**src/rtl/sprite_engine.sv**
```systemverilog
// sprite_engine: N-sprite priority pixel engine with double-buffered
// sprite registers, a shared sprite ROM and a per-frame collision flag.
module sprite_engine #(
    parameter int N_SPR   = 4,
    parameter int SPR_W   = 64,
    parameter int SPR_H   = 64,
    parameter int COORD_W = 10,
    localparam int IW = (N_SPR > 1) ? $clog2(N_SPR) : 1,
    localparam int RW = $clog2(SPR_H),
    localparam int CW = $clog2(SPR_W),
    localparam int AW = $clog2(N_SPR) + RW + CW
) (
    input  logic               clk,
    input  logic               rst_n,
    input  logic [COORD_W-1:0] pixelx,
    input  logic [COORD_W-1:0] pixely,
    input  logic               pixel_valid,
    input  logic               frame_start,
    input  logic               cfg_we,
    input  logic [IW-1:0]      cfg_idx,
    input  logic [COORD_W-1:0] cfg_posx,
    input  logic [COORD_W-1:0] cfg_posy,
    input  logic               cfg_en,
    input  logic               cfg_flipx,
    input  logic               cfg_scale2,
    output logic [AW-1:0]      rom_addr,
    input  logic [2:0]         rom_data,
    output logic [23:0]        RGB,
    output logic               visible,
    output logic               collision
);

    localparam int MW0  = (COORD_W > CW) ? COORD_W : CW;
    localparam int MW   = (MW0 > RW) ? MW0 : RW;
    localparam int CMPW = MW + 2;

    logic [N_SPR-1:0][COORD_W-1:0] pend_x_q, pend_x_d;
    logic [N_SPR-1:0][COORD_W-1:0] pend_y_q, pend_y_d;
    logic [N_SPR-1:0]              pend_en_q, pend_en_d;
    logic [N_SPR-1:0]              pend_fl_q, pend_fl_d;
    logic [N_SPR-1:0]              pend_sc_q, pend_sc_d;

    logic [N_SPR-1:0][COORD_W-1:0] act_x_q, act_x_d;
    logic [N_SPR-1:0][COORD_W-1:0] act_y_q, act_y_d;
    logic [N_SPR-1:0]              act_en_q, act_en_d;
    logic [N_SPR-1:0]              act_fl_q, act_fl_d;
    logic [N_SPR-1:0]              act_sc_q, act_sc_d;

    logic [AW-1:0] rom_addr_q, rom_addr_d;
    logic          s1_win_q, s1_win_d;
    logic          s2_win_q, s2_win_d;
    logic [23:0]   rgb_q, rgb_d;
    logic          visible_q, visible_d;
    logic          acc_q, acc_d;
    logic          collision_q, collision_d;

    logic [N_SPR-1:0]           hit;
    logic [N_SPR-1:0][CMPW-1:0] dx;
    logic [N_SPR-1:0][CMPW-1:0] dy;
    logic [N_SPR-1:0][CW-1:0]   col;
    logic [N_SPR-1:0][RW-1:0]   row;

    logic              any_hit;
    logic              overlap;
    logic [IW-1:0]     win_idx;
    logic [CW-1:0]     win_col;
    logic [RW-1:0]     win_row;
    logic [IW+RW+CW-1:0] addr_full;
    logic [23:0]       pal;

    always_comb begin
        pend_x_d  = pend_x_q;
        pend_y_d  = pend_y_q;
        pend_en_d = pend_en_q;
        pend_fl_d = pend_fl_q;
        pend_sc_d = pend_sc_q;
        if (cfg_we && (int'(cfg_idx) < N_SPR)) begin
            pend_x_d[cfg_idx]  = cfg_posx;
            pend_y_d[cfg_idx]  = cfg_posy;
            pend_en_d[cfg_idx] = cfg_en;
            pend_fl_d[cfg_idx] = cfg_flipx;
            pend_sc_d[cfg_idx] = cfg_scale2;
        end
    end

    // The swap copies the pre-write pending set.
    always_comb begin
        act_x_d  = act_x_q;
        act_y_d  = act_y_q;
        act_en_d = act_en_q;
        act_fl_d = act_fl_q;
        act_sc_d = act_sc_q;
        if (frame_start) begin
            act_x_d  = pend_x_q;
            act_y_d  = pend_y_q;
            act_en_d = pend_en_q;
            act_fl_d = pend_fl_q;
            act_sc_d = pend_sc_q;
        end
    end

    always_comb begin
        hit = '0;
        dx  = '0;
        dy  = '0;
        col = '0;
        row = '0;
        for (int i = 0; i < N_SPR; i++) begin
            dx[i] = CMPW'(pixelx) - CMPW'(act_x_q[i]);
            dy[i] = CMPW'(pixely) - CMPW'(act_y_q[i]);
            hit[i] = act_en_q[i] && pixel_valid
                && (CMPW'(pixelx) >= CMPW'(act_x_q[i]))
                && (CMPW'(pixely) >= CMPW'(act_y_q[i]))
                && (dx[i] < (CMPW'(SPR_W) << act_sc_q[i]))
                && (dy[i] < (CMPW'(SPR_H) << act_sc_q[i]));
            col[i] = CW'(dx[i] >> act_sc_q[i]) ^ {CW{act_fl_q[i]}};
            row[i] = RW'(dy[i] >> act_sc_q[i]);
        end
    end

    always_comb begin
        any_hit = 1'b0;
        win_idx = '0;
        win_col = '0;
        win_row = '0;
        for (int i = N_SPR - 1; i >= 0; i--) begin
            if (hit[i]) begin
                any_hit = 1'b1;
                win_idx = IW'(i);
                win_col = col[i];
                win_row = row[i];
            end
        end
        overlap = (hit & (hit - 1'b1)) != '0;
    end

    always_comb begin
        case (rom_data)
            3'd1:    pal = 24'hFFFFFF;
            3'd2:    pal = 24'hFF0000;
            3'd3:    pal = 24'h00FF00;
            3'd4:    pal = 24'h0000FF;
            3'd5:    pal = 24'hFFFF00;
            3'd6:    pal = 24'h00FFFF;
            3'd7:    pal = 24'hFF00FF;
            default: pal = 24'h000000;
        endcase
    end

    always_comb begin
        addr_full   = {win_idx, win_row, win_col};
        rom_addr_d  = any_hit ? addr_full[AW-1:0] : rom_addr_q;
        s1_win_d    = any_hit;
        s2_win_d    = s1_win_q;
        rgb_d       = s2_win_q ? pal : 24'h000000;
        visible_d   = s2_win_q && (rom_data != 3'd0);
        acc_d       = frame_start ? 1'b0 : (acc_q | overlap);
        collision_d = frame_start ? (acc_q | overlap) : collision_q;
    end

    always_ff @(posedge clk or negedge rst_n) begin
        if (!rst_n) begin
            pend_x_q    <= '0;
            pend_y_q    <= '0;
            pend_en_q   <= '0;
            pend_fl_q   <= '0;
            pend_sc_q   <= '0;
            act_x_q     <= '0;
            act_y_q     <= '0;
            act_en_q    <= '0;
            act_fl_q    <= '0;
            act_sc_q    <= '0;
            rom_addr_q  <= '0;
            s1_win_q    <= 1'b0;
            s2_win_q    <= 1'b0;
            rgb_q       <= '0;
            visible_q   <= 1'b0;
            acc_q       <= 1'b0;
            collision_q <= 1'b0;
        end else begin
            pend_x_q    <= pend_x_d;
            pend_y_q    <= pend_y_d;
            pend_en_q   <= pend_en_d;
            pend_fl_q   <= pend_fl_d;
            pend_sc_q   <= pend_sc_d;
            act_x_q     <= act_x_d;
            act_y_q     <= act_y_d;
            act_en_q    <= act_en_d;
            act_fl_q    <= act_fl_d;
            act_sc_q    <= act_sc_d;
            rom_addr_q  <= rom_addr_d;
            s1_win_q    <= s1_win_d;
            s2_win_q    <= s2_win_d;
            rgb_q       <= rgb_d;
            visible_q   <= visible_d;
            acc_q       <= acc_d;
            collision_q <= collision_d;
        end
    end

    assign rom_addr  = rom_addr_q;
    assign RGB       = rgb_q;
    assign visible   = visible_q;
    assign collision = collision_q;

endmodule

```
**config.mk**
```make
export PLATFORM = sky130hd
export DESIGN_NAME = sprite_engine
export DESIGN_NICKNAME = d
export VERILOG_FILES = /design/src/rtl/sprite_engine.sv
export SDC_FILE = /design/constraint.sdc
export NUM_CORES = 1
export LEC_CHECK = 0
export CORE_MARGIN = 5
export CORE_UTILIZATION = 60
export CTS_CLUSTER_SIZE = 14
export DETAILED_ROUTE_END_ITERATION = 8
export PLACE_DENSITY = 0.84
export REMOVE_ABC_BUFFERS = 1
export SETUP_SLACK_MARGIN = 0.4
export SLEW_MARGIN = 5
export SYNTH_ARGS = -nofsm -noshare
export SYNTH_HDL_FRONTEND = slang
export SYNTH_SLANG_ARGS = --single-unit
export TNS_END_PERCENT = 1
```
**constraint.sdc**
```tcl
create_clock -name clk -period 9.5 [get_ports clk]
set_input_delay 1.9 -clock clk [delete_from_list [all_inputs] [get_ports clk]]
set_output_delay 1.9 -clock clk [all_outputs]
set_load 0.005 [all_outputs]
```
==> metrics.md, run 1 <==
| Metric | Value |
|---|---|
| Number of library cell types mapped by synthesis | `72` |
| Yosys top cell area share | `40.30%` |
| Pre-Repair DR Iteration Count | `6` |
| Max-slew violations | `0` |
| Post-CTS setup buffers | `0` |
| GPL Wtd Cong | `approximately 0.93` |
| Core area | `roughly 21000 um2` |
| Crit end category | `flop` |
| Post-synth EDFFs | `0` |
| Via density | `~6.0` |
| Starting Density | `60.85%` |
| Leading cell type in the layout, fill and taps excluded | `dfrtp_1` |
| DP Wirelength | `22530 um` |
| Post-place instance area | `13780 um2` |
| CTS max path bufs | `3` |
| Final Critical Period | `about 6.3 ns` |
| Final worst path period share | `around two thirds` |
| Die width | `between 150 and 200 um` |
| Die area | `24340 um2` |
| Worst hold path class | `flop to flop` |
| Synth-to-layout area growth | `13.40%` |
| Worst skew pair latency | `0.51 ns` |
| Post-Synthesis Cells | `1299` |
| First-pass GRT wire length | `50850 um` |
| Nets | `between 1500 and 2000` |
| Clock sinks | `~200` |
| Vias in the first global route | `between 9000 and 10000` |
| Setup_tns | `0 ns` |
| Worst Path Required | `~9.9 ns` |
| Drt drc | `0` |
| Pwr Density | `approximately 220 nW/um2` |
| Syn_area_per_cell | `between 9 and 10 um2` |
| Final count of hold timing violations | `0` |
| Element type at the critical path start | `primary input` |
| Antenna Violating Nets Remaining | `0` |
| IO buf count | `a little over 90` |
| CP max FO | `8` |
| Critical path class | `primary input to flop` |
| Relative slew slack | `44.16%` |
| Crit path DAT | `around 6.7 ns` |
| Root Driver | `clkbuf_16` |
| Initial antenna violation count | `0` |
| Drt wl/cell | `19.12 um` |
| Commonest cells after routing, fill and taps aside | `dfrtp_1, o21ai_0, nand2_1` |
| Die Y | `between 150 and 200 um` |
| Status | `finished clean` |
| Top post-synthesis cells by area | `dfrtp_1, mux2_2, ha_1` |
| Worst Skew | `approximately 0.01 ns` |
| Fraction of layout cells with a size suffix above 1 | `roughly an eighth` |
| Util after Layout | `between 60% and 70%` |
| CTS tree | `built` |
| CTS HTree Levels | `1` |
| Initial detailed-routing violation count | `between 800 and 900` |
| Top FF cell, synth | `dfrtp_1` |
| Gr usage total | `between 20% and 30%` |
| Post-synth top area cell | `dfrtp_1` |
| RSZ-0062 raised after global routing | `false` |
| Post-cts repair resize count | `0` |
| CTS hold repair buffers | `0` |
| VDD IR max | `0.1340 mV` |
| WL final | `31410 um` |
| Worst Tran Pin Value | `between 0.8 and 0.9 ns` |
| Seq/Total Area, Yosys | `40.30%` |
| Clk slew on worst S/H paths | `about 0.06 ns` |
| Final setup fails | `0` |
| Max Freq | `approximately 0.16 GHz` |
| Finished Cell Area | `around 15000 um2` |
| Post-synthesis cell area | `12790 um2` |
| Yosys Warn Count | `0` |
| CTS buffer count | `22` |
| Io pins | `93` |
| Diodes inserted | `0` |
| Pin count of the biggest net entering global routing | `93` |
| Synth Register Bits | `approximately 200` |
| Row count | `between 50 and 60` |
| Ys async rst share | `100.0%` |
| Max-cap violations | `0` |
| Total grt overflow | `0` |
| Vias | `9936` |
| Leak pwr | `6.457 nW` |
worst paths after layout:
path / startpoint / end / slack, ns / depth (start not counted)
setup / recovery: pixelx[1] / rom_addr[1] / 3.20 / 17
hold / removal: s1_win_q / s2_win_q / 0.46 / 0
setup reg to reg: act_y_q[10] / rom_addr[1] / 4.94 / 17
hold reg to reg: s1_win_q / s2_win_q / 0.46 / 0
max in group asynchronous: rst_n / act_x_q[8] / 6.78 / 2
min in group asynchronous: rst_n / act_y_q[14] / 1.43 / 1
through the flow:
| stage | setup slack (ns) | instances | hold WS, ns | total power, mW |
|---|---|---|---|---|
| final | 3.201 | 1643 | 0.4553 | 3.155 |
| after floorplan | 3.996 | 1229 | 0.3312 | 1.922 |
| after detailed placement | 2.751 | 1605 | 0.4366 | 2.273 |
| after CTS | 3.270 | 1643 | 0.4488 | 3.146 |
| after global placement | 2.955 | 1605 | 0.4341 | 2.231 |
| after global routing | 2.892 | 1643 | 0.4603 | 3.337 |
where the power goes:
group	switching, mW	leakage, nW	internal [mW]
Sequential	0.104	2.51	1.04
Combinational	0.630	3.58	0.516
Clock	0.347	0.360	0.517
Total	1.08	6.46	2.07
state kept, by name, indices dropped and copies added, names as in the netlist:
signal,flops
act_x_q,40
act_y_q,40
pend_x_q,40
pend_y_q,40
rom_addr,14
act_en_q,4
act_fl_q,4
act_sc_q,4
pend_en_q,4
pend_fl_q,4
pend_sc_q,4
RGB,3
acc_q,1
collision,1
s1_win_q,1
s2_win_q,1
visible,1
metal layers:
metal  track usage, %  wire length, um
met1            36.80            13640
met2            41.06            14630
met3            3.634             2189
met4            8.045              961
met5                0                0
critical path: stages:
cell	delay [ns]
clkdlybuf4s50_1	0.77
ha_1	0.32
nor2b_1	0.15
o31a_1	0.27
or4_4	0.43
a31oi_4	0.22
xnor2_1	0.10
ha_1	0.19
nor4bb_1	0.26
nand4_1	0.12
nor3_1	0.14
o221ai_1	0.13
a211oi_1	0.30
nor4b_2	0.59
nand2_1	0.31
o22a_1	0.28
a22o_1	0.19
synthesized netlist by cell type, drive strengths merged (12+ instances only):
master,number
a211oi,17
a21oi,53
buf,31
clkbuf,39
dfrtp,206
ha,98
inv,102
mux2,110
mux2i,35
nand2,116
nand2b,20
nor2,57
nor2b,12
nor3,21
o21a,25
o21ai,138
xnor2,48
xor2,23
kinds of logic after synthesis:
group	synth area share, %
mux	12.42
flops	40.30
simple gates	10.39
xor+xnor	4.862
fa+ha+maj	10.84
buf+inv	5.761
compound gates	15.43
final cells by class:
| class | instances | area, um2 |
|---|---|---|
| sequential | 206 | 5155 |
| timing repair buffer | 101 | 989.7 |
| inverter | 103 | 386.6 |
| clock inverter | 9 | 97.59 |
| multi-input combinational | 920 | 6904 |
| fill | 1522 | 6516 |
| tap | 275 | 344.1 |
| clock buffer | 29 | 628.1 |
(Power assumes the default switching activity.)
==> inputs of run 2 (changes only) <==
==> constraint.sdc (replaced) <==
create_clock -name clk -period 5.8 [get_ports clk]
set_input_delay 1.16 -clock clk [delete_from_list [all_inputs] [get_ports clk]]
set_output_delay 1.16 -clock clk [all_outputs]
set_load 0.005 [all_outputs]
==> metrics.md, run 2 (synthesis results as in run 1) <==
| Metric | Value |
|---|---|
| Internal power | `3.424 mW (+65%)` |
| Worst hold path class | `flop to flop` |
| Die width | `156.0 um (unchanged)` |
| Root Driver | `clkbuf_16` |
| Worst Skew | `0.02454 ns (+0.01430 ns)` |
| Crit path DAT | `5.60 ns (-1.10 ns)` |
| Gr usage total | `26.56% (+0.79 points)` |
| Non-Filler Instances | `1656 (+0.79%)` |
| First-pass GRT wire length | `52220 um (+2.7%)` |
| Core area | `21020 um2 (unchanged)` |
| Worst Setup EP | `rom_addr[8]` |
| CP max FO | `11 (+3)` |
| CTS buffer count | `23 (+4.5%)` |
| Die area | `24340 um2 (unchanged)` |
| Worst skew pair latency | `0.52 ns (about the same)` |
| Initial antenna violation count | `1 (+1)` |
| CTS HTree Levels | `1 (unchanged)` |
| Vias in the first global route | `9989 (+2.5%)` |
| Worst Path Required | `6.26 ns (-3.64 ns)` |
| Antenna Violating Nets Remaining | `0 (unchanged)` |
| Starting Density | `60.85% (unchanged)` |
| Via density | `6.023 (-0.41%)` |
| Worst reg-to-reg setup slack | `1.51 ns (-3.43 ns)` |
| Max-slew violations | `0 (unchanged)` |
| Die Y | `156.0 um (unchanged)` |
| Diodes inserted | `0 (unchanged)` |
| Max Freq | `a little under 0.2 GHz` |
| Post-Place Cells | `1618 (+0.81%)` |
| Max-cap violations | `0 (unchanged)` |
| VDD IR max | `0.2499 mV (+86%)` |
| Element type at the critical path start | `primary input` |
| Vias | `9974 (+0.38%)` |
| Row count | `53 (unchanged)` |
| R2R depth | `18 (+1)` |
| GPL Wtd Cong | `0.9448 (+1.8%)` |
| Final setup fails | `0 (unchanged)` |
| Pre-Repair DR Iteration Count | `8 (+2)` |
| Psw | `1.781 mW (+65%)` |
| IO buf count | `92 (unchanged)` |
| Clock sinks | `206 (unchanged)` |
| Io pins | `93 (unchanged)` |
| Initial detailed-routing violation count | `739 (-9.2%)` |
| Nets | `1527 (+0.93%)` |
| Final Critical Period | `~5.1 ns` |
| Power share of the sequential group | `36.1% (-0.2 points)` |
| DP Wirelength | `23010 um (+2.2%)` |
| Worst Tran Pin Value | `0.8284 ns (-0.009141 ns)` |
| Leak pwr | `6.532 nW (+1.2%)` |
| Dpl ws | `0.1301 ns (-2.621 ns)` |
| CTS max path bufs | `3 (unchanged)` |
| Crit. Startpoint | `pixelx[0]` |
| CTS hold repair buffers | `0 (unchanged)` |
| WL final | `32050 um (+2.0%)` |
| Leading cell type in the layout, fill and taps excluded | `dfrtp_1` |
| Pwr Density | `355.5 nW/um2 (+63%)` |
| Final count of hold timing violations | `0 (unchanged)` |
| Drt drc | `0 (unchanged)` |
| Relative slew slack | `44.77% (+0.61 points)` |
| Worst R2R End | `rom_addr[8]` |
| Critical path class | `primary input to flop` |
| Final worst path period share | `roughly 90%` |
| RSZ-0062 raised after global routing | `true` |
| Synth-to-layout area growth | `14.47%` |
| Switching share of power | `34.22% (-0.057 points)` |
| R2r startpoint | `act_x_q[11]` |
| Drt wl/cell | `19.35 um (+1.2%)` |
| Comb pwr share | `36.3% (about the same)` |
| Fraction of layout cells with a size suffix above 1 | `13.47% (+0.97 points)` |
| Final setup margin | `0.6579 ns (-2.543 ns)` |
| Post-place instance area | `13890 um2 (+0.80%)` |
| Clock network fraction of total power | `27.6% (+0.2 points)` |
| Status | `finished clean` |
| Finished Cell Area | `14640 um2 (+0.94%)` |
| Commonest cells after routing, fill and taps aside | `dfrtp_1, o21ai_0, nand2_1` |
| CTS tree | `built` |
| Setup_tns | `0 ns (unchanged)` |
| Clk slew on worst S/H paths | `0.06 ns (about the same)` |
| Pin count of the biggest net entering global routing | `105 (+13%)` |
| Total grt overflow | `0 (unchanged)` |
| Crit end category | `flop` |
run 2: worst min-delay path by stage:
stage | slack (ns) | startpoint | end | depth (start not counted)
final | 0.44 | s1_win_q | s2_win_q | 0
after global routing | 0.44 | s1_win_q | s2_win_q | 0
after CTS | 0.44 | s1_win_q | s2_win_q | 0
after detailed placement | 0.42 | s1_win_q | s2_win_q | 0
after global placement | 0.44 | s1_win_q | s2_win_q | 0
after floorplan | 0.33 | s1_win_q | s2_win_q | 0
run 2: layer usage:
layer	GRT usage [%]	part of all wire, %
met3	4.355	7.0
met1	37.14	43
met5	0	0.062
met4	8.504	3.0
met2	42.64	47
run 2: cell type report:
type	instances	area, um2
clock buffer	34	696.9
clock inverter	4	47.55
fill	1578	6380
inverter	103	386.6
multi-input combinational	920	6912
sequential	206	5155
tap	275	344.1
timing repair buffer	114	1100
run 2: metrics by stage:
stage	hold slack (ns)	total power, mW	utilization, %
2_1_floorplan	0.3312	3.147	-
3_5_place_dp	0.4194	3.741	66.07
4_1_cts	0.4362	5.197	69.61
5_1_grt	0.4448	5.515	69.65
6_report	0.4411	5.206	69.65
3_3_place_gp	0.4439	3.669	66.07
run 2: power groups by stage:
| stage | registers [mW] | clock network, mW | logic [mW] |
|---|---|---|---|
| 2_1_floorplan | 1.84 | 0 | 1.31 |
| 3_3_place_gp | 1.88 | 0 | 1.79 |
| 3_5_place_dp | 1.89 | 0 | 1.85 |
| 4_1_cts | 1.88 | 1.45 | 1.87 |
| 5_1_grt | 1.91 | 1.52 | 2.09 |
| 6_report | 1.88 | 1.44 | 1.89 |
run 2: what timing repair did:
item                       CTS  global route
setup endpoints to repair    0            14
setup buffers                0             0
gates resized for setup      0             3
run 2: worst max-delay path: stages:
cell	delay (ns)
clkdlybuf4s50_1	0.39
inv_1	0.18
ha_1	0.18
inv_1	0.05
fa_1	0.44
a211oi_1	0.23
nor2_1	0.12
o21ai_1	0.17
nor2b_1	0.18
xnor2_1	0.16
ha_1	0.26
o21ai_0	0.19
nand4_1	0.12
nor3_1	0.16
o221ai_1	0.13
a211oi_1	0.26
or4b_4	0.58
and4_4	0.24
clkinv_1	0.07
o221ai_1	0.11
o21ba_1	0.23
==> inputs of run 3 (changes only) <==
--- a/config.mk
+++ b/config.mk
@@ -12,6 +12,7 @@
 export PLACE_DENSITY = 0.84
 export REMOVE_ABC_BUFFERS = 1
 export SETUP_SLACK_MARGIN = 0.4
+export SKIP_CTS_REPAIR_TIMING = 1
 export SLEW_MARGIN = 5
 export SYNTH_ARGS = -nofsm -noshare
 export SYNTH_HDL_FRONTEND = slang
==> results of run 3 <==
No change in the layout: final DEF, timing and power equal those of run 2.
